$ cat config.mk
export PLATFORM = sky130hd
export DESIGN_NAME = signal_spi_master
export DESIGN_NICKNAME = d
export VERILOG_FILES = /design/src/rtl/signal_spi_master.sv
export SDC_FILE = /design/constraint.sdc
export NUM_CORES = 1
export LEC_CHECK = 0
export ABC_CLOCK_PERIOD_IN_PS = 1580
export BUFFER_PORTS_ARGS = -buffer_cell sky130_fd_sc_hd__buf_2
export CORE_ASPECT_RATIO = 1.25
export CORE_MARGIN = 2
export CORE_UTILIZATION = 50
export CTS_CLUSTER_SIZE = 40
export DETAILED_ROUTE_END_ITERATION = 10
export MAX_ROUTING_LAYER = met4
export PLACE_DENSITY = 0.8
export SETUP_SLACK_MARGIN = 0.4
export SYNTH_ARGS = -nofsm -noshare
export SYNTH_HDL_FRONTEND = slang
export SYNTH_SLANG_ARGS = --single-unit
$ cat constraint.sdc
create_clock -name clk -period 1.58 [get_ports clk]
set_input_delay 0.237 -clock clk [delete_from_list [all_inputs] [get_ports clk]]
set_output_delay 0.237 -clock clk [all_outputs]
set_load 0.05 [all_outputs]
$ cat src/rtl/signal_spi_master.sv
// signal_spi_master
// Sends one 48-bit frame, built from six signal bytes, over SPI mode 0
// (CPOL=0, CPHA=0), MSB first.
// Each frame has a setup phase, then 48 sck high/low pairs, then a hold phase.
// Every phase lasts CLK_DIV clk cycles. All outputs come straight from flops.
//
// Ports
//   clk       : system clock; all logic runs on its rising edge
//   reset     : synchronous, active-high reset
//   start     : request one frame; only honoured while idle
//   sd0..sd5  : signal bytes; sd0 is the frame MSB byte, sd5 the LSB byte
//   busy      : high from frame acceptance until frame end
//   done      : one-cycle pulse at frame end
//   sck       : SPI clock, idles low
//   sdo       : SPI data out; changes on the falling sck edge
//   cs_n      : active-low chip select
module signal_spi_master #(
  parameter int CLK_DIV    = 12,
  parameter int FRAME_BITS = 48
) (
  input  logic       clk,
  input  logic       reset,
  input  logic       start,
  input  logic [7:0] sd0,
  input  logic [7:0] sd1,
  input  logic [7:0] sd2,
  input  logic [7:0] sd3,
  input  logic [7:0] sd4,
  input  logic [7:0] sd5,
  output logic       busy,
  output logic       done,
  output logic       sck,
  output logic       sdo,
  output logic       cs_n
);

  typedef enum logic [2:0] {
    IDLE     = 3'd0,
    SETUP    = 3'd1,
    SHIFT_HI = 3'd2,
    SHIFT_LO = 3'd3,
    HOLD     = 3'd4
  } state_t;

  // The divider counts down to zero and is reloaded on every phase change.
  // With CLK_DIV=1 the reload value is 0, so every phase lasts one cycle.
  localparam logic [7:0] DIV_RELOAD = 8'(CLK_DIV - 1);
  localparam logic [5:0] LAST_BIT   = 6'(FRAME_BITS);

  state_t                r_state;
  logic [7:0]            r_div;
  logic [FRAME_BITS-1:0] r_shift;
  logic [5:0]            r_bit;
  logic                  r_sck;
  logic                  r_sdo;
  logic                  r_cs_n;
  logic                  r_busy;
  logic                  r_done;

  state_t                w_state_nxt;
  logic [7:0]            w_div_nxt;
  logic [FRAME_BITS-1:0] w_shift_nxt;
  logic [5:0]            w_bit_nxt;
  logic                  w_sck_nxt;
  logic                  w_sdo_nxt;
  logic                  w_cs_n_nxt;
  logic                  w_busy_nxt;
  logic                  w_done_nxt;
  logic                  w_div_zero;

  assign w_div_zero = (r_div == 8'd0);

  // Next-state logic and next values for the registered outputs
  always_comb begin
    w_state_nxt = r_state;
    w_div_nxt   = r_div;
    w_shift_nxt = r_shift;
    w_bit_nxt   = r_bit;
    w_sck_nxt   = r_sck;
    w_sdo_nxt   = r_sdo;
    w_cs_n_nxt  = r_cs_n;
    w_busy_nxt  = r_busy;
    w_done_nxt  = 1'b0;

    case (r_state)
      IDLE: begin
        if (start) begin
          // Latch the frame now, so later sdN changes cannot reach it
          w_shift_nxt = {sd0, sd1, sd2, sd3, sd4, sd5};
          w_sdo_nxt   = sd0[7];
          w_sck_nxt   = 1'b0;
          w_cs_n_nxt  = 1'b0;
          w_busy_nxt  = 1'b1;
          w_bit_nxt   = 6'd0;
          w_div_nxt   = DIV_RELOAD;
          w_state_nxt = SETUP;
        end else begin
          w_state_nxt = IDLE;
        end
      end

      SETUP: begin
        if (w_div_zero) begin
          w_sck_nxt   = 1'b1;
          w_div_nxt   = DIV_RELOAD;
          w_state_nxt = SHIFT_HI;
        end else begin
          w_div_nxt = r_div - 8'd1;
        end
      end

      SHIFT_HI: begin
        if (w_div_zero) begin
          // Falling sck edge: present the next bit
          w_sck_nxt   = 1'b0;
          w_shift_nxt = {r_shift[FRAME_BITS-2:0], 1'b0};
          w_sdo_nxt   = r_shift[FRAME_BITS-2];
          w_bit_nxt   = r_bit + 6'd1;
          w_div_nxt   = DIV_RELOAD;
          w_state_nxt = SHIFT_LO;
        end else begin
          w_div_nxt = r_div - 8'd1;
        end
      end

      SHIFT_LO: begin
        if (w_div_zero) begin
          w_div_nxt = DIV_RELOAD;
          if (r_bit >= LAST_BIT) begin
            w_sdo_nxt   = 1'b0;
            w_state_nxt = HOLD;
          end else begin
            w_sck_nxt   = 1'b1;
            w_state_nxt = SHIFT_HI;
          end
        end else begin
          w_div_nxt = r_div - 8'd1;
        end
      end

      HOLD: begin
        if (w_div_zero) begin
          w_cs_n_nxt  = 1'b1;
          w_busy_nxt  = 1'b0;
          w_done_nxt  = 1'b1;
          w_sck_nxt   = 1'b0;
          w_sdo_nxt   = 1'b0;
          w_div_nxt   = 8'd0;
          w_state_nxt = IDLE;
        end else begin
          w_div_nxt = r_div - 8'd1;
        end
      end

      default: begin
        w_cs_n_nxt  = 1'b1;
        w_busy_nxt  = 1'b0;
        w_sck_nxt   = 1'b0;
        w_sdo_nxt   = 1'b0;
        w_div_nxt   = 8'd0;
        w_state_nxt = IDLE;
      end
    endcase
  end

  // State and output registers; reset takes priority over start
  always_ff @(posedge clk) begin
    if (reset) begin
      r_state <= IDLE;
      r_div   <= 8'd0;
      r_shift <= '0;
      r_bit   <= 6'd0;
      r_sck   <= 1'b0;
      r_sdo   <= 1'b0;
      r_cs_n  <= 1'b1;
      r_busy  <= 1'b0;
      r_done  <= 1'b0;
    end else begin
      r_state <= w_state_nxt;
      r_div   <= w_div_nxt;
      r_shift <= w_shift_nxt;
      r_bit   <= w_bit_nxt;
      r_sck   <= w_sck_nxt;
      r_sdo   <= w_sdo_nxt;
      r_cs_n  <= w_cs_n_nxt;
      r_busy  <= w_busy_nxt;
      r_done  <= w_done_nxt;
    end
  end

  assign busy = r_busy;
  assign done = r_done;
  assign sck  = r_sck;
  assign sdo  = r_sdo;
  assign cs_n = r_cs_n;

endmodule

# --- After elaboration in Yosys (flattened, before gate mapping) ---
# Index checks and enable logic that the tools add are counted.
totals:
  ff_bits: 69
  inputBits: 51
  out_inout_bits: 5
  wordCells: 70
classes:
  add_sub_neg: 2
  magnitude_cmp: 1
  n_eq_ne: 12
  mux: 32
  bitwise_logic: 3
  n_reduce_logical: 11
ops:
  columns: ["op", "n"]
  rows:
  - ["$mux 47", 2]
  - ["$pmux 47 s2", 1]
  - ["$mux 8", 3]
  - ["$pmux 8 s3", 1]
  - ["$mux 3", 5]
  - ["$pmux 3 s5", 1]
  - ["$ne 2x2->1 const B", 7]
  - ["$mux 1", 12]
  - ["$mux 6", 2]
  - ["$pmux 6 s2", 1]
  - ["$logic_not 8->1", 1]
  - ["$sub 8x1->8 const B", 1]
  - ["$add 6x1->6 const B", 1]
  - ["$eq 3x2->1 const B", 2]
  - ["$ge 6x6->1 const B", 1]
  - ["$pmux 1 s3", 2]
  - ["$reduce_and 3->1", 2]
  - ["$reduce_and 6->1", 1]
  - ["$pmux 1 s5", 1]
  - ["$reduce_and 5->1", 1]
  - ["$pmux 1 s4", 1]
  - ["$reduce_and 4->1", 1]
  - ["$reduce_or 2->1", 2]
  - ["$eq 3x1->1 const B", 1]
  - ["other kinds (6)", 8]

# --- Longest topological paths before layout ---
# Gate-level depths: netlist (run 1).
depth:
  ltp_word: 4
  depth_mapped: 8
  depth_no_buf: 6

# --- Least setup slack after synthesis (run 1) ---
# Ideal clock, no wire load.
synth_timing:
  path_kind: "register to register"
  from: "register r_div[0]"
  to: "register r_shift[10]"
  setup_ns: 0.081
  arrival_time_ns: 1.633
  required_time_ns: 1.499
  path_slack_ns: -0.133
  path_stages_with_launch: 9
  n_path_buf: 2
  synth_period_minus_slack_ns: 1.713
  path_cell_list: "dfxtp_1 inv_1 ha_1 nor3b_4 a31o_2 buf_6 buf_4 nor2_1 a211oi_2"
synth_via:
  elab_chain_len: 3
synth_lines:
  columns: ["element", "line", "source"]
  rows:
  - ["from (decl)", "51", "logic [7:0] r_div;"]
  - ["from (signal assigned)", "180", "r_div <= w_div_nxt;"]
  - ["$logic_not 8->1", "71", "assign w_div_zero = (r_div == 8'd0);"]
  - ["$ne 2x2->1 (no source line)", null, null]
  - ["$reduce_and 3->1 (no source line)", null, null]
  - ["to (signal assigned)", "181", "r_shift <= w_shift_nxt;"]
  - ["to (decl)", "52", "logic [FRAME_BITS-1:0] r_shift;"]
# No other way between the ends.
# A chain may end at the register's enable or synchronous reset.

# --- Worst setup path after layout (run 1) ---
layout_timing:
  from: "register r_div[1]"
  to: "register r_shift[9]"
# The elaborated chain is that of the path after synthesis.

==> impl_results.md, run 1 <==
* Slew @ Worst Pin at 0.567 ns
* Synth warnings at 0
* Hold bufs inserted after CTS at 0
* Starting DRT DRC Count at 198
* CTS sink cnt at 69
* Fmax at 592 MHz
* Failing checks: setup timing
* RSZ-0062 raised after global routing: yes
* IO buf count at 55
* Max Cap Viol at 0
* Commonest non-fill, non-tap cells in the layout: dfxtp_1, nor2_1, buf_2
* Top area cells in the synthesized netlist: dfxtp_1, mux2i_1, a211oi_1, nor2_1, a211oi_2
* Clk root buf: clkbuf_8
* First-pass GRT wire length at 13100 um
* Fillers at 469
* Clock Path Buffers at 2
* Final Hold Viols at 0
* Reg area at 1400 sq um
* Share of cells above drive strength 1 at 45.6%
* Place WS at -0.0970 ns
* Final period util at 107%
* Post-synth EDFFs at 0
* CP startpoint kind: register
* Syn_area_per_cell at 9.74 sq um
* Setup Crit Path Kind: reg2reg
* Routed vias/inst at 5.59
* Seq cells post-synth at 69
* Design Power at 6.20 mW
* Share of the synthesized area in the top cell type at 41.3%
* Post-layout util at 71.1%
* Crit path max-delay family: compound AO/OA/AOI/OAI gates
* RD Place Congestion at 0.900
* Synth area leader: dfxtp_1
* Row cnt at 33
* Core region area at 6520 sq um
* Pre-Repair DR Iteration Count at 4
* Clock Skew at 0.00897 ns
* Power per standard cell area at 1340 nW/um^2
* Antenna diodes at 0
* Most common library cell in the layout ignoring fill and taps: dfxtp_1
* Post-route DRC violation count at 0
* Worst Hold Class: in2reg
* Worst Path Max Fanout at 15
* Final setup TNS at -1.63 ns
* Cells after synthesis at 343
* CP cell instances: inv_2 -> ha_4 -> nor3b_4 -> a31o_4 -> buf_12 -> nor2_1 -> a211oi_2
* Initial antenna violation count at 0
* Die area at 7360 sq um
* ANT nets after route at 0
* Total gr overflow at 0
* DPL Wire Length at 5310 um
* Post-route minimum period at 1.69 ns
* Outcome: finished, violations left
* Sequential share of the synthesized area at 41.3%
* Final net count at 497
* Synth Flop Type: dfxtp_1
* Setup Viol. Count Final at 50
* Vias post-DR at 2983
* CP Capture Type: register
* Relative slew margins at 62.2%
* Die span in y at 95.4 um
* Routed wire length at 8710 um
* VDD IR-drop max at 851 uV
* Mean routed wirelength per cell at 16.3 um
* CTS buffer count at 9
* Largest net degree at the start of global routing at 30
* Leakage at 1.79 nW
* Post-synth ARST share at 0%
* CTS tree: done
* Area grow syn2layout at 38.9%
* H-Tree Depth at 3
* IO Pins at 56
* Multi-input gate area at 1990 sq um
* CP max stage delay at 0.33 ns
* Vias in the first global route at 2862
* Initial Utilization at 51.2%
* Synthesized Nets at 397
* Worst path bufs/invs at 2
* Crit path required time at 1.84 ns
* Max Slew Vio Count at 0
* GRT Resource Usage Total at 23.0%
* DIE WIDTH at 77.1 um
* Slowest cell on crit path: dfxtp_2
* PnR worst setup slack at -0.109 ns
* Clk slew on worst S/H paths at 0.08 ns
* Netlist cell types at 44
* Data arrival, critical path at 1.95 ns
* Clock latency on the worst-skew pair at 0.35 ns
* Post-Syn Area at 3340 sq um
==> final timing paths <==
| check | startpoint | to | slack [ns] | cells past startpoint |
|---|---|---|---|---|
| min reg2reg | cs_n | cs_n | 0.49 | 2 |
| min | sd5[0] | r_shift[0] | 0.15 | 3 |
| max reg2reg | r_div[1] | r_shift[9] | -0.11 | 7 |
| max | r_div[1] | r_shift[9] | -0.11 | 7 |
==> layout make-up <==
type,count,area share (%)
Inverter,5,0.405
Clock buffer,9,2.67
Sequential cell,69,30.1
Multi-Input combinational cell,241,42.9
Tap cell,87,2.35
Clock inverter,6,1.91
Timing Repair Buffer,117,19.7
==> synth_stat cells (2+ instances only) <==
cell and n:
a211o_1 2, a211oi_1 35, a211oi_2 14, a21oi_1 8, a22oi_1 2, a31oi_1 2, buf_2 10, buf_4 4
buf_6 7, clkbuf_1 7, dfxtp_1 69, ha_1 3, inv_1 5, mux2i_1 49, nand2_1 5, nand3_1 8
nand4_1 4, nor2_1 63, nor3_1 5, nor4bb_1 2, o21a_1 2, o21ai_0 5, o21bai_1 2, or3_1 3
xor2_1 8
==> power breakdown <==
part,total [mW],switching [mW],internal (mW)
logic,2.41,1.18,1.22
clock network,1.58,0.698,0.879
registers,2.21,0.201,2.01
==> through the flow <==
step	area, sq um	hold WS (ns)	instances
floorplan	3430	0.398	343
global placement	3970	0.440	497
detailed placement	3970	0.458	497
CTS	4350	0.140	520
global route	4640	0.138	534
finish	4640	0.147	534
==> timing repair <==
action / CTS / global route
pin swaps: 6 / 16
resized for setup: 32 / 27
endpoints found under the setup margin: 73 / 70
buffers inserted: 8 / 11
cloned: 0 / 3
==> routing by layer <==
layer / share of wire, % / GRT usage, %
met5: 0 / -
met4: 2.1 / 11.0
met3: 3.9 / 3.41
met2: 53 / 40.7
met1: 41 / 25.8
==> registers in the layout, summed over array words and instances (netlist names) <==
signal and count:
done 1, r_bit 6, cs_n 1, r_div 8
busy 1, r_state 3, sdo 1, sck 1
r_shift 47
==> cell families (layout without fill, tap and decap cells) <==
group | count (synthesis) | after routing | synth area share, %
AO/OA/AOI/OAI | 76 | 76 | 18.4
adder cells (fa/ha/maj) | 3 | 3 | 1.12
XOR/XNOR | 8 | 8 | 2.10
multiplexers | 49 | 49 | 14.7
buffers and inverters | 33 | 137 | 6.11
flip-flops | 69 | 69 | 41.3
AND/OR/NAND/NOR | 105 | 105 | 16.3
==> worst register-to-register path, delay by kind of cell (launching register included) <==
kind / cells / cell delay (ns)
compound gates: 2 / 0.54
fa+ha+maj: 1 / 0.13
buf+inv: 2 / 0.25
flops: 1 / 0.33
simple gates: 2 / 0.35
No activity file was read; power rests on OpenSTA's default activity.
==> run 2: changes to the inputs <==
==> config.mk (replaced) <==
export PLATFORM = sky130hd
export DESIGN_NAME = signal_spi_master
export DESIGN_NICKNAME = d
export VERILOG_FILES = /design/src/rtl/signal_spi_master.sv
export SDC_FILE = /design/constraint.sdc
export NUM_CORES = 1
export LEC_CHECK = 0
export ABC_CLOCK_PERIOD_IN_PS = 1900
export BUFFER_PORTS_ARGS = -buffer_cell sky130_fd_sc_hd__buf_2
export CORE_ASPECT_RATIO = 1.25
export CORE_MARGIN = 2
export CORE_UTILIZATION = 55
export CTS_CLUSTER_SIZE = 40
export DETAILED_ROUTE_END_ITERATION = 10
export PLACE_DENSITY = 0.83
export SETUP_SLACK_MARGIN = 0.4
export SYNTH_ARGS = -nofsm -noshare
export SYNTH_HDL_FRONTEND = slang
export SYNTH_SLANG_ARGS = --single-unit
==> constraint.sdc (replaced) <==
create_clock -name clk -period 1.9 [get_ports clk]
set_input_delay 0.285 -clock clk [delete_from_list [all_inputs] [get_ports clk]]
set_output_delay 0.285 -clock clk [all_outputs]
set_load 0.05 [all_outputs]
==> impl_results.md, run 2 (same netlist as run 1, synthesis figures left out) <==
* Outcome: completed
* Clock Skew at 0.00969 ns
* Worst path bufs/invs at 4
* Crit. Startpoint: r_div[0]
* Largest net degree at the start of global routing at 45
* Starting DRT DRC Count at 399
* CP endpoint: r_shift[38]
* Vias in the first global route at 3415
* Clock latency on the worst-skew pair at 0.37 ns
* Power per standard cell area at 1100 nW/um^2
* CP cell instances: inv_4 -> ha_4 -> nor3b_4 -> a31o_4 -> buf_12 -> buf_8 -> buf_16 -> nor2_2 -> a211oi_1
* Max reg flops at 47
* Slew @ Worst Pin at 0.540 ns
* H-Tree Depth at 3
* Clk slew on worst S/H paths at 0.08 ns
* Final period util at 97.7%
* DPL Wire Length at 4750 um
* Worst Hold Launch: sd5[0]
* CTS tree: done
* Max Cap Viol at 0
* GRT Resource Usage Total at 33.8%
* CTS sink cnt at 69
* Final Hold Viols at 0
* CP startpoint kind: register
* Mean routed wirelength per cell at 24.3 um
* Largest Register: r_shift
* Crit path max-delay family: buffers and inverters
* Fmax at 539 MHz
* Max Slew Vio Count at 0
* Hold bufs inserted after CTS at 0
* Switching Fraction at 37.1%
* Switch Pwr at 2.04 mW
* Pint at 3.47 mW
* Die area at 6720 sq um
* IO buf count at 55
* Reg power frac at 33.9%
* Total gr overflow at 0
* Vias post-DR at 3452
* Flop2flop setup slack at 0.04 ns
* First-pass GRT wire length at 17200 um
* Design Power at 5.51 mW
* CP max stage delay at 0.35 ns
* Share of cells above drive strength 1 at 54.1%
* Initial Utilization at 57.4%
* Clk pwr share at 20.0%
* Area grow syn2layout at 49.6%
* Worst R2R End: r_shift[38]
* Slowest cell on crit path: dfxtp_2
* CP Capture Type: register
* Top Registers: r_shift x47, r_div x8, r_bit x6
* Routed wire length at 12500 um
* Crit path required time at 2.16 ns
* Worst path depth at 9
* Worst Hold Class: in2reg
* Gate power share at 46.1%
* Data arrival, critical path at 2.12 ns
* RD Place Congestion at 0.869
* RSZ-0062 raised after global routing: yes
* FF-to-FF path depth at 9
* Post-route minimum period at 1.86 ns
* Antenna diodes at 0
* Die span in y at 91.1 um
* Final Cell Area at 5000 sq um
* Most common library cell in the layout ignoring fill and taps: dfxtp_1
* ANT nets after route at 0
* Row cnt at 31
* Initial antenna violation count at 0
* Setup Crit Path Kind: reg2reg
* Pre-Repair DR Iteration Count at 7
* Clk root buf: clkbuf_8
* Final net count at 500
* Relative slew margins at 64.0%
* Post-route DRC violation count at 0
* IO Pins at 56
* Worst Path Max Fanout at 5
* CTS buffer count at 9
* Routed vias/inst at 6.70
* Leakage at 1.92 nW
* Clock Path Buffers at 2
* DIE WIDTH at 73.7 um
* VDD IR-drop max at 679 uV
* Worst r2r src: r_div[0]
* Final setup TNS at 0 ns
* Post-place instance area at 3710 sq um
* Core region area at 5820 sq um
* Commonest non-fill, non-tap cells in the layout: dfxtp_1, buf_2, a211oi_2
* Fillers at 241
* Setup Viol. Count Final at 0
[run 2: cell count changes in the layout (fill, tap and decap cells not counted), moves of 3 or more]
cell	delta
buf_4	-19
a211oi_1	-16
a211oi_2	+16
nor2_1	-13
nor2_2	+10
buf_16	+9
buf_6	+5
buf_2	+4
mux2i_1	-4
mux2i_2	+4
nor2_4	+3
[run 2: final cells by class]
type                            count  area, sq um  share of cell area (%)
Multi-Input combinational cell    241         2160                    43.2
Inverter                            5         21.3                   0.426
Timing Repair Buffer              120         1170                    23.4
Sequential cell                    69         1400                    28.0
Clock buffer                       12          155                    3.10
Tap cell                           66         82.6                    1.65
Clock inverter                      2         10.0                   0.200
[run 2: worst register-to-register path, cell delays in order, from the launching register on]
cell,delay (ns)
dfxtp_2,0.35
inv_4,0.08
ha_4,0.14
nor3b_4,0.30
a31o_4,0.24
buf_12,0.15
buf_8,0.12
buf_16,0.11
nor2_2,0.04
a211oi_1,0.21
[run 2: how the worst min path moves through the flow]
stage	end	slack (ns)	cells after the start
3_3_place_gp	busy	0.45	1
2_1_floorplan	r_shift[0]	0.45	2
6_report	r_shift[0]	0.28	3
3_5_place_dp	busy	0.45	1
4_1_cts	r_shift[0]	0.22	3
5_1_grt	r_shift[0]	0.29	3
[run 2: timing repair]
| action | 4_1_cts | 5_1_grt |
|---|---|---|
| gates cloned | 8 | 4 |
| endpoints found under the setup margin | 68 | 68 |
| pin swaps | 26 | 30 |
| buffers inserted | 32 | 7 |
| gates resized for setup | 78 | 49 |
[run 2: stage by stage]
| step | instances | hold slack, ns | setup WS (ns) | utilization (%) |
|---|---|---|---|---|
| 6_report | 515 | 0.281 | 0.0441 | 85.9 |
| 5_1_grt | 515 | 0.289 | 0.00567 | 85.9 |
| 4_1_cts | 504 | 0.222 | 0.227 | 80.2 |
| 3_5_place_dp | 450 | 0.449 | 0.109 | 63.8 |
| 3_3_place_gp | 450 | 0.445 | 0.187 | 63.8 |
| 2_1_floorplan | 343 | 0.446 | 0.272 | - |
[run 2: metal layers]
| layer | vias up | part of all wire, % | wire (um) | GRT usage [%] |
|---|---|---|---|---|
| met5 | - | 0 | 0 | 0 |
| met4 | 0 | 6.6 | 827 | 19.7 |
| met3 | 83 | 7.5 | 943 | 8.32 |
| met2 | 261 | 50 | 6300 | 55.8 |
| met1 | 1658 | 35 | 4420 | 38.4 |
| li1 | 1450 | - | - | - |
[run 2: power groups by stage]
stage / clock network (mW) / registers (mW) / logic (mW)
4_1_cts: 1.05 / 1.82 / 2.03
6_report: 1.10 / 1.87 / 2.54
5_1_grt: 1.15 / 1.88 / 2.64
2_1_floorplan: 0 / 1.86 / 0.995
3_5_place_dp: 0 / 1.85 / 1.28
3_3_place_gp: 0 / 1.84 / 1.24
